**config.mk**
```make
export PLATFORM = sky130hd
export DESIGN_NAME = lfsr_bank_flat
export DESIGN_NICKNAME = d
export VERILOG_FILES = /design/src/rtl/lfsr_bank_if.sv /design/src/rtl/lfsr_bank.sv /design/src/flat_wrapper.sv
export SDC_FILE = /design/constraint.sdc
export NUM_CORES = 1
export LEC_CHECK = 0
export CAP_MARGIN = 10
export CORE_ASPECT_RATIO = 0.9
export CORE_MARGIN = 2
export CORE_UTILIZATION = 52
export DETAILED_ROUTE_END_ITERATION = 6
export DONT_BUFFER_PORTS = 1
export PLACE_DENSITY = 0.71
export SLEW_MARGIN = 40
export SYNTH_ARGS = -nofsm -noshare
export SYNTH_HDL_FRONTEND = slang
export SYNTH_SLANG_ARGS = --single-unit
```
**constraint.sdc**
```tcl
create_clock -name clk -period 2.7 [get_ports clk]
set_clock_uncertainty 0.1 [all_clocks]
set_input_delay 0.405 -clock clk [delete_from_list [all_inputs] [get_ports clk]]
set_output_delay 0.405 -clock clk [all_outputs]
set_load 0.01 [all_outputs]
```
**src/rtl/lfsr_bank_if.sv**
```systemverilog
// rtl/lfsr_bank_if.sv - request/response and configuration bundle for lfsr_bank
interface lfsr_bank_if #(
  parameter int WIDTH    = 8,
  parameter int CHANNELS = 2,
  parameter int CNT_W    = 8
);
  logic                      load;
  logic [CHANNELS*WIDTH-1:0] seed_in;
  logic [CHANNELS*WIDTH-1:0] poly_in;
  logic                      start;
  logic [CNT_W-1:0]          steps;
  logic                      busy;
  logic                      ready;
  logic [CHANNELS*WIDTH-1:0] data_out;
  logic [CHANNELS-1:0]       lockup;

  modport master (
    output load, seed_in, poly_in, start, steps,
    input  busy, ready, data_out, lockup
  );

  modport slave (
    input  load, seed_in, poly_in, start, steps,
    output busy, ready, data_out, lockup
  );
endinterface

```
**src/rtl/lfsr_bank.sv**
```systemverilog
// rtl/lfsr_bank.sv - N lock-step LFSRs with start/ready handshake and per-request step count
// Define LFSR_LOCKUP_RECOVER_EN to enable all-zero state recovery and the sticky lockup flags.
module lfsr_bank #(
  parameter int               WIDTH     = 8,
  parameter int               CHANNELS  = 2,
  parameter int               CNT_W     = 8,
  parameter int               GALOIS    = 0,
  parameter logic [WIDTH-1:0] INIT_SEED = 1,
  parameter logic [WIDTH-1:0] INIT_POLY = 8'hB8
) (
  input  logic       clk,
  input  logic       rst_n,
  lfsr_bank_if.slave bus
);

  typedef enum logic [1:0] {IDLE, RUN, DONE} state_t;

  state_t state, state_nxt;

  logic [CNT_W-1:0]                remaining;
  logic [CHANNELS-1:0][WIDTH-1:0]  poly_q;
  logic [CHANNELS-1:0][WIDTH-1:0]  lfsr_q;
  logic [CHANNELS-1:0][WIDTH-1:0]  lfsr_nxt;
  logic [CHANNELS-1:0][WIDTH-1:0]  dout_q;
  logic                            ready_q;

  logic accept_load;
  logic accept_start;
  logic advance;
  logic publish;

  function automatic logic [WIDTH-1:0] lfsr_step(input logic [WIDTH-1:0] s,
                                                 input logic [WIDTH-1:0] p);
    if (GALOIS != 0)
      return {s[WIDTH-2:0], 1'b0} ^ ({WIDTH{s[WIDTH-1]}} & p);
    else
      return {s[WIDTH-2:0], ^(s & p)};
  endfunction

`ifdef LFSR_LOCKUP_RECOVER_EN
  logic [CHANNELS-1:0] zero_state;
  logic [CHANNELS-1:0] lockup_q;

  // An all-zero channel is reseeded with 1 instead of stepping; it still costs one step.
  always_comb begin
    zero_state = '0;
    lfsr_nxt   = '0;
    for (int c = 0; c < CHANNELS; c++) begin
      zero_state[c] = (lfsr_q[c] == '0);
      if (zero_state[c])
        lfsr_nxt[c] = {{(WIDTH-1){1'b0}}, 1'b1};
      else
        lfsr_nxt[c] = lfsr_step(lfsr_q[c], poly_q[c]);
    end
  end

  always_ff @(posedge clk or negedge rst_n) begin
    if (!rst_n)
      lockup_q <= '0;
    else if (accept_load)
      lockup_q <= '0;
    else if (advance)
      lockup_q <= lockup_q | zero_state;
  end

  assign bus.lockup = lockup_q;
`else
  always_comb begin
    lfsr_nxt = '0;
    for (int c = 0; c < CHANNELS; c++)
      lfsr_nxt[c] = lfsr_step(lfsr_q[c], poly_q[c]);
  end

  assign bus.lockup = '0;
`endif

  always_ff @(posedge clk or negedge rst_n) begin
    if (!rst_n)
      state <= IDLE;
    else
      state <= state_nxt;
  end

  // Load has priority over start; both are only honoured in IDLE.
  always_comb begin
    state_nxt    = state;
    accept_load  = 1'b0;
    accept_start = 1'b0;
    advance      = 1'b0;
    publish      = 1'b0;
    case (state)
      IDLE: begin
        if (bus.load) begin
          accept_load = 1'b1;
        end else if (bus.start) begin
          accept_start = 1'b1;
          state_nxt    = (bus.steps == '0) ? DONE : RUN;
        end
      end
      RUN: begin
        advance = 1'b1;
        if (remaining == CNT_W'(1))
          state_nxt = DONE;
      end
      DONE: begin
        publish   = 1'b1;
        state_nxt = IDLE;
      end
      default: state_nxt = IDLE;
    endcase
  end

  always_ff @(posedge clk or negedge rst_n) begin
    if (!rst_n) begin
      remaining <= '0;
      poly_q    <= {CHANNELS{INIT_POLY}};
      lfsr_q    <= {CHANNELS{INIT_SEED}};
      dout_q    <= {CHANNELS{INIT_SEED}};
      ready_q   <= 1'b0;
    end else begin
      ready_q <= publish;
      if (accept_load) begin
        poly_q <= bus.poly_in;
        lfsr_q <= bus.seed_in;
      end
      if (accept_start)
        remaining <= bus.steps;
      if (advance) begin
        lfsr_q    <= lfsr_nxt;
        remaining <= remaining - CNT_W'(1);
      end
      if (publish)
        dout_q <= lfsr_q;
    end
  end

  assign bus.busy     = (state != IDLE);
  assign bus.ready    = ready_q;
  assign bus.data_out = dout_q;

endmodule

```
**src/flat_wrapper.sv**
```systemverilog
// flat-port wrapper written by rule: the top's interface ports become plain ports
module lfsr_bank_flat 
#(
  parameter int               WIDTH     = 8,
  parameter int               CHANNELS  = 2,
  parameter int               CNT_W     = 8,
  parameter int               GALOIS    = 0,
  parameter logic [WIDTH-1:0] INIT_SEED = 1,
  parameter logic [WIDTH-1:0] INIT_POLY = 8'hB8
)
  (clk, rst_n, bus_load, bus_seed_in, bus_poly_in, bus_start, bus_steps, bus_busy, bus_ready, bus_data_out, bus_lockup);
  lfsr_bank_if #(.WIDTH(WIDTH), .CHANNELS(CHANNELS), .CNT_W(CNT_W)) bus_i ();
  input  logic clk;
  input  logic rst_n;
  input wire logic [$bits(bus_i.load)-1:0] bus_load;
  input wire logic [$bits(bus_i.seed_in)-1:0] bus_seed_in;
  input wire logic [$bits(bus_i.poly_in)-1:0] bus_poly_in;
  input wire logic [$bits(bus_i.start)-1:0] bus_start;
  input wire logic [$bits(bus_i.steps)-1:0] bus_steps;
  output wire logic [$bits(bus_i.busy)-1:0] bus_busy;
  output wire logic [$bits(bus_i.ready)-1:0] bus_ready;
  output wire logic [$bits(bus_i.data_out)-1:0] bus_data_out;
  output wire logic [$bits(bus_i.lockup)-1:0] bus_lockup;
  assign bus_i.load = bus_load;
  assign bus_i.seed_in = bus_seed_in;
  assign bus_i.poly_in = bus_poly_in;
  assign bus_i.start = bus_start;
  assign bus_i.steps = bus_steps;
  assign bus_busy = bus_i.busy;
  assign bus_ready = bus_i.ready;
  assign bus_data_out = bus_i.data_out;
  assign bus_lockup = bus_i.lockup;
  lfsr_bank #(.WIDTH(WIDTH), .CHANNELS(CHANNELS), .CNT_W(CNT_W), .GALOIS(GALOIS), .INIT_SEED(INIT_SEED), .INIT_POLY(INIT_POLY)) u_core (.clk(clk), .rst_n(rst_n), .bus(bus_i));
endmodule
```
==> results.json, run 1 <==
{
  "root_buffer": "clkbuf_8",
  "final_cell_area_sq_um": 3080,
  "post-cts-setup-buffer-count": 0,
  "die_width_um": 81.4,
  "grt_remaining_overflow": 0,
  "timing_worst_setup_path_type": "flop to flop",
  "drtIter0Drc": 55,
  "leak_pwr_nw": 1.28,
  "ys_seq_area_share_pct": 53.2,
  "crit_buf_inv": 0,
  "whs_endpoint": "u_core.poly_q[6]",
  "worst_reg2reg_endpoint": "u_core.poly_q[9]",
  "r2r_cells": 3,
  "final_antenna_net_count": 0,
  "max_clock_freq_mhz": 541,
  "average_cell_area_after_synthesis_sq_um": 11.5,
  "layout_commonest_cell": "dfrtp_1",
  "fillerInstances": 442,
  "run_status": "complete, no violations",
  "netlist_instances": 244,
  "finalCritPeriodShare_pct": 68.4,
  "timing_max_transition_violations_final": 0,
  "synthesis.yosys.warnings": 0,
  "cts_num_sinks": 59,
  "gp_congestion": 0.857,
  "worstSkewPairLatency_ps": 330,
  "maxCapViolCount": 0,
  "final.setup.tns_ps": 0,
  "antenna-diode-count": 0,
  "setup_failing_eps_final": 0,
  "pin_count_of_the_biggest_net_entering_global_routing": 60,
  "crit_path_max_fanout": 34,
  "fp.dieH_um": 73.7,
  "wirelength_um": 5090,
  "ff_latch_area_sq_um": 1490,
  "holdPathStages": 1,
  "critical_r2r_launch": "u_core.state[1]",
  "detailroute.via_count": 1750,
  "worstMarginPinSlew_ps": 615,
  "path_cells": "or2_4, nor2_8, mux2_1",
  "area_of_placed_instances_sq_um": 2830,
  "viasPerCell": 5.47,
  "layout-drive-gt1-share_pct": 18.6,
  "cts.htree.levels": 3,
  "cts_hold_repair.buffers": 2,
  "tritoncts.num_buffers": 9,
  "post-layout-total-power_w": 0.00397,
  "nature_of_the_critical_path_endpoint": "flop",
  "io_buffers": 0,
  "worst_path_dominant_cell_family": "simple AND/OR/NAND/NOR gates",
  "placedCellCount": 302,
  "grt_antenna_before_repair": 0,
  "detail_route.first_pass.iterations": 4,
  "worst-r2r-setup-slack_ps": 850,
  "area_taken_by_multi_input_logic_gates_sq_um": 1220,
  "synth-seq-cells": 59,
  "fp.coreArea_sq_um": 5220,
  "holdCritPathClass": "input port to flop",
  "max-slew-margin-rel_pct": 59.0,
  "grt_setup_unrepaired": "no",
  "final_cells": 320,
  "area_delta_synth_final_pct": 9.72,
  "start_util_pct": 53.7,
  "final_period_minus_worst_setup_slack_ps": 1850,
  "hold_viol": 0,
  "arrival_ps": 1960,
  "ioPinCount": 64,
  "hp-start": "bus_poly_in[6]",
  "place.detailed.hpwl_um": 3520,
  "peakVddDrop_mv": 0.526,
  "cts.clk_slew.worst_paths_ps": 60,
  "floorplan.rows": 25,
  "grt_first_pass_wirelength_um": 8510,
  "critPathSlowestCell": "nor2_8",
  "power.density_cell_area_nw_per_um2": 1290,
  "track_usage_pct": 19.8,
  "slowest_stage_delay_cp_ps": 470,
  "layout.core_utilization_pct": 58.9,
  "die_area_sq_um": 6000,
  "clock_tree.buffer_depth": 2,
  "drt_drc_violations_left": 0,
  "crit_path_start_kind": "flop",
  "wl_per_cell_um": 15.9,
  "syn_area_sq_um": 2810,
  "cp.depth": 3,
  "first_global_vias": 1721,
  "tritoncts_clock_tree": "done",
  "postCtsResizedCells": 0,
  "final_cell_mix": "47 x dfrtp_1, 34 x nand2_1, 23 x mux2_1",
  "worst_ep_required_time_ps": 2810,
  "netlist-cell-type-count": 40,
  "finalNetCount": 294
}
[report_power, final]
group	total, W	internal, W	switching (W)	leakage, nW
clock network	0.000827	0.000498	0.000329	0.108
logic	0.00140	0.000685	0.000718	0.485
registers	0.00174	0.00138	0.000357	0.687
[cell usage after synthesis]
cell / n / area [sq um]
dfrtp_1: 47 / 1180
nand2_1: 34 / 128
mux2_1: 23 / 259
mux2i_1: 14 / 140
o21ai_1: 14 / 70.1
dfstp_2: 12 / 315
xnor2_1: 10 / 87.6
a21oi_1: 9 / 45.0
mux2_2: 9 / 101
nor2_1: 9 / 33.8
o21ai_0: 6 / 30.0
buf_4: 5 / 37.5
inv_1: 5 / 18.8
xor2_1: 4 / 35.0
a211oi_1: 3 / 22.5
a22oi_1: 3 / 22.5
buf_2: 3 / 15.0
nor2b_1: 3 / 18.8
buf_6: 2 / 22.5
clkbuf_1: 2 / 7.51
ha_1: 2 / 25.0
nand2b_1: 2 / 12.5
nand3_1: 2 / 10.0
nand3b_1: 2 / 15.0
nor2_2: 2 / 12.5
nor3_1: 2 / 10.0
or4_1: 2 / 15.0
a21o_1: 1 / 7.51
a221o_1: 1 / 10.0
a31oi_1: 1 / 6.26
conb_1: 1 / 3.75
nand4b_1: 1 / 8.76
nor2_8: 1 / 20.0
nor3_2: 1 / 10.0
nor3b_1: 1 / 7.51
nor3b_2: 1 / 12.5
nor4b_1: 1 / 8.76
o32ai_1: 1 / 8.76
or2_4: 1 / 8.76
or3_1: 1 / 6.26
[worst max-delay path by stage]
stage / start / to / slack [ps]
2_1_floorplan: u_core.state[1] / u_core.poly_q[0] / 1150
3_3_place_gp: u_core.state[1] / u_core.poly_q[2] / 870
3_5_place_dp: u_core.state[1] / u_core.poly_q[9] / 840
4_1_cts: u_core.state[1] / u_core.poly_q[9] / 830
5_1_grt: u_core.state[1] / u_core.lfsr_nxt[9] / 700
6_report: u_core.state[1] / u_core.poly_q[9] / 850
[layout make-up]
class,instances,area share [%]
flip-flops and latches,59,48.5
multi-input cells,169,39.6
clock buffers,12,5.37
well taps,67,2.72
repair buffers,4,1.71
clock inverters,4,1.54
inverters,5,0.610
[sequential cells by signal, indices dropped and copies added, names as in the netlist]
signal	cells
u_core.lfsr_q	2
u_core.poly_q	16
u_core.remaining	8
u_core.bus.data_out	16
u_core.lfsr_nxt	14
u_core.state	2
u_core.bus.ready	1
[cells by family after synthesis]
| kind of cell | count (synthesis) | synth area share (%) |
|---|---|---|
| buffers and inverters | 17 | 3.61 |
| DFF | 59 | 53.2 |
| xor gates and xnor gates | 14 | 4.37 |
| and+or+nand+nor | 66 | 12.0 |
| adders and majority gates | 2 | 0.892 |
| muxes | 46 | 17.8 |
| other | 1 | 0.134 |
| AOI/OAI and AO/OA | 39 | 7.94 |
[metal layers]
| layer | up-vias | routed length (um) | track usage, % |
|---|---|---|---|
| met3 | 6 | 458 | 11.3 |
| met4 | 0 | 42 | 6.21 |
| met1 | 842 | 2240 | 25.0 |
| li1 | 849 | - | - |
| met5 | - | 0 | 0 |
| met2 | 53 | 2350 | 28.9 |
[through the flow]
stage	setup slack, ps	hold WS [ps]
final	853	100
after floorplan	1150	9.41
after global routing	695	68.0
after global placement	871	11.1
after CTS	829	78.3
after detailed placement	842	11.5
Power figures use the tool's default switching activity.
==> run 2, diff against run 1 <==
Settings changed: ABC_AREA from default to 1, PLACE_DENSITY 0.71 to 0.74.
Clock period 2.7 ns to 1.5 ns, I/O delays scaled along.
==> run 2 against run 1 <==
Effect of this change: the flow now finishes with violations (hold timing); critical path depth increased by 4; die area rose by 11%; first-iteration DRC count grew to 3.0 times the previous value; sequential cell count unchanged; core utilization grew 8.2 points; register-to-register slack worse by 790 ps; synthesized area increased by 12%.
==> results.json, run 2 <==
{
  "run_status": "complete, but fails checks",
  "violations_in_the_final_reports": "hold timing",
  "start_util_pct": 54.6,
  "final_period_minus_worst_setup_slack_ps": 1430,
  "synth_top_area_share_pct": 37.4,
  "peakVddDrop_mv": 1.15,
  "critical_r2r_launch": "u_core.state[1]",
  "drt_drc_violations_left": 0,
  "hold_ws_ps": -522,
  "netlist_instances": 407,
  "dp_slack_ps": -11.8,
  "floorplan.rows": 26,
  "slowest_stage_delay_cp_ps": 440,
  "viasPerCell": 5.11,
  "finalCritPeriodShare_pct": 95.5,
  "antenna-diode-count": 0,
  "crit_path_start_kind": "flop",
  "fillerInstances": 485,
  "path_cells": "nor2_2, inv_2, nor2_8, buf_6, nor2_4, buf_12, a211oi_2",
  "clock_tree.buffer_depth": 2,
  "cp.depth": 7,
  "synthesis.yosys.warnings": 0,
  "io_buffers": 0,
  "drtIter0Drc": 166,
  "syn_area_sq_um": 3140,
  "pin_count_of_the_biggest_net_entering_global_routing": 60,
  "area_taken_by_multi_input_logic_gates_sq_um": 1410,
  "post-synth-top-count-cell": "nand2_1",
  "cts_num_sinks": 59,
  "post_synth_most_frequent_cells": "176 x nand2_1, 47 x dfrtp_1, 43 x inv_1",
  "max_clock_freq_mhz": 698,
  "final_cell_area_sq_um": 3870,
  "synth_top_cell_by_area": "dfrtp_1",
  "synth-seq-cells": 59,
  "layout-drive-gt1-share_pct": 18.0,
  "finalNetCount": 501,
  "r2r_cells": 7,
  "synth_enable_flop_cells": 0,
  "hold_viol": 59,
  "place.detailed.hpwl_um": 4830,
  "arrival_ps": 1580,
  "first_global_vias": 2756,
  "crit_buf_inv": 3,
  "worstSkewPairLatency_ps": 340,
  "cts.clk_slew.worst_paths_ps": 70,
  "gp_congestion": 0.875,
  "holdCritPathClass": "input port to async pin",
  "grt_remaining_overflow": 0,
  "timing_max_transition_violations_final": 0,
  "tritoncts.num_buffers": 9,
  "detail_route.first_pass.iterations": 4,
  "worst_setup_path_startpoint": "u_core.state[1]",
  "worst-r2r-setup-slack_ps": 70,
  "postLayoutSetupSlackWorst_ps": 67.1,
  "detailroute.via_count": 2706,
  "leak_pwr_nw": 2.02,
  "ff_latch_area_sq_um": 1490,
  "layout_commonest_cell": "nand2_1",
  "area_delta_synth_final_pct": 23.1,
  "ioPinCount": 64,
  "fp.coreArea_sq_um": 5760,
  "worst_reg2reg_endpoint": "u_core.lfsr_nxt[7]",
  "average_cell_area_after_synthesis_sq_um": 7.72,
  "crit_path_max_fanout": 8,
  "die_width_um": 85.9,
  "fp.dieH_um": 77.7,
  "nature_of_the_critical_path_endpoint": "flop",
  "cts.htree.levels": 3,
  "synth_area_leaders": "dfrtp_1 37%, nand2_1 21%, dfstp_2 10%, inv_1 5.1%, o21ai_0 3.8%",
  "timing_worst_setup_path_type": "flop to flop",
  "track_usage_pct": 23.5,
  "layout.core_utilization_pct": 67.2,
  "power.density_cell_area_nw_per_um2": 2340,
  "grt_setup_unrepaired": "yes",
  "final_cell_mix": "173 x nand2_1, 46 x dfrtp_1, 42 x inv_1",
  "postSynth.asyncResetShare_pct": 100,
  "wl_per_cell_um": 13.8,
  "tritoncts_clock_tree": "done",
  "final.setup.tns_ps": 0,
  "setup_failing_eps_final": 0,
  "area_of_placed_instances_sq_um": 3240,
  "worst_ep_required_time_ps": 1650,
  "ys_seq_area_share_pct": 47.5,
  "maxCapViolCount": 0,
  "synth-main-ff-cell": "dfrtp_1",
  "final_antenna_net_count": 0,
  "root_buffer": "clkbuf_8",
  "critPathSlowestCell": "dfrtp_2",
  "die_area_sq_um": 6680,
  "worst_path_dominant_cell_family": "flip-flops",
  "grt_antenna_before_repair": 0,
  "netlist-cell-type-count": 29,
  "wirelength_um": 7300,
  "grt_first_pass_wirelength_um": 12200,
  "critPathCapture": "u_core.lfsr_nxt[7]"
}
## run 2: cell count changes in the layout (fill, tap and decap cells not counted), moves of 14 or more
| cell | change |
|---|---|
| dlygate4sd3_1 | +31 |
| inv_1 | +37 |
| mux2_1 | -23 |
| mux2i_1 | -14 |
| nand2_1 | +139 |
| nor2_1 | +16 |
| o21ai_0 | +17 |
## run 2: repair_timing
item	in CTS	in global routing
gates resized for setup	5	15
pin swaps	2	15
endpoints found under the hold margin	90	60
setup endpoints to repair	8	23
cloned	0	0
setup buffers	3	4
hold buffers	31	1
## run 2: metrics by stage
step	hold slack (ps)	std cells	power, W
after floorplan	-171	408	0.00624
after global placement	-168	477	0.00697
after detailed placement	-168	477	0.00716
after CTS	-544	526	0.00887
after global routing	-553	530	0.00993
final	-522	530	0.00907
## run 2: routing by layer
layer  vias up  track usage (%)  wire (um)
met1      1281             27.6       3180
met5         -                0          0
met3         8             7.23        333
met2        58             40.5       3720
met4         0             7.62         66
li1       1359                -          -
## run 2: area by class of cell
class | instances | share of cell area, %
multi-input combinational | 287 | 36.4
tap | 70 | 2.26
sequential | 59 | 38.6
clock buffer | 11 | 3.66
clock inverter | 5 | 1.36
inverter | 46 | 4.66
timing repair buffer | 52 | 13.1
## run 2: worst register-to-register path, stage by stage, from the launching register on
cell and delay, ps:
dfrtp_2 440, nor2_2 130, inv_2 80, nor2_8 120, buf_6 120, nor2_4 50, buf_12 130, a211oi_2 180
## run 2: worst min path at each step
stage               cells after the start   from                 endpoint  slack [ps]
floorplan                               0  rst_n  u_core.bus.data_out[10]        -170
global placement                        0  rst_n  u_core.bus.data_out[11]        -170
detailed placement                      0  rst_n        u_core.poly_q[10]        -170
CTS                                     0  rst_n   u_core.bus.data_out[1]        -540
global route                            0  rst_n       u_core.lfsr_nxt[6]        -550
finish                                  0  rst_n         u_core.bus.ready        -520
## run 2: cells by family after synthesis
family                     synth area share (%)
xor gates and xnor gates                   1.11
adders and majority gates                 0.796
AOI/OAI and AO/OA                          10.4
DFF                                        47.5
buffers and inverters                      9.24
other                                     0.119
and+or+nand+nor                            30.9
## run 2: power breakdown
| part | internal [W] | switching, W |
|---|---|---|
| sequential | 0.00251 | 0.000673 |
| combinational | 0.00181 | 0.00264 |
| clock | 0.000804 | 0.000621 |
| total | 0.00513 | 0.00394 |
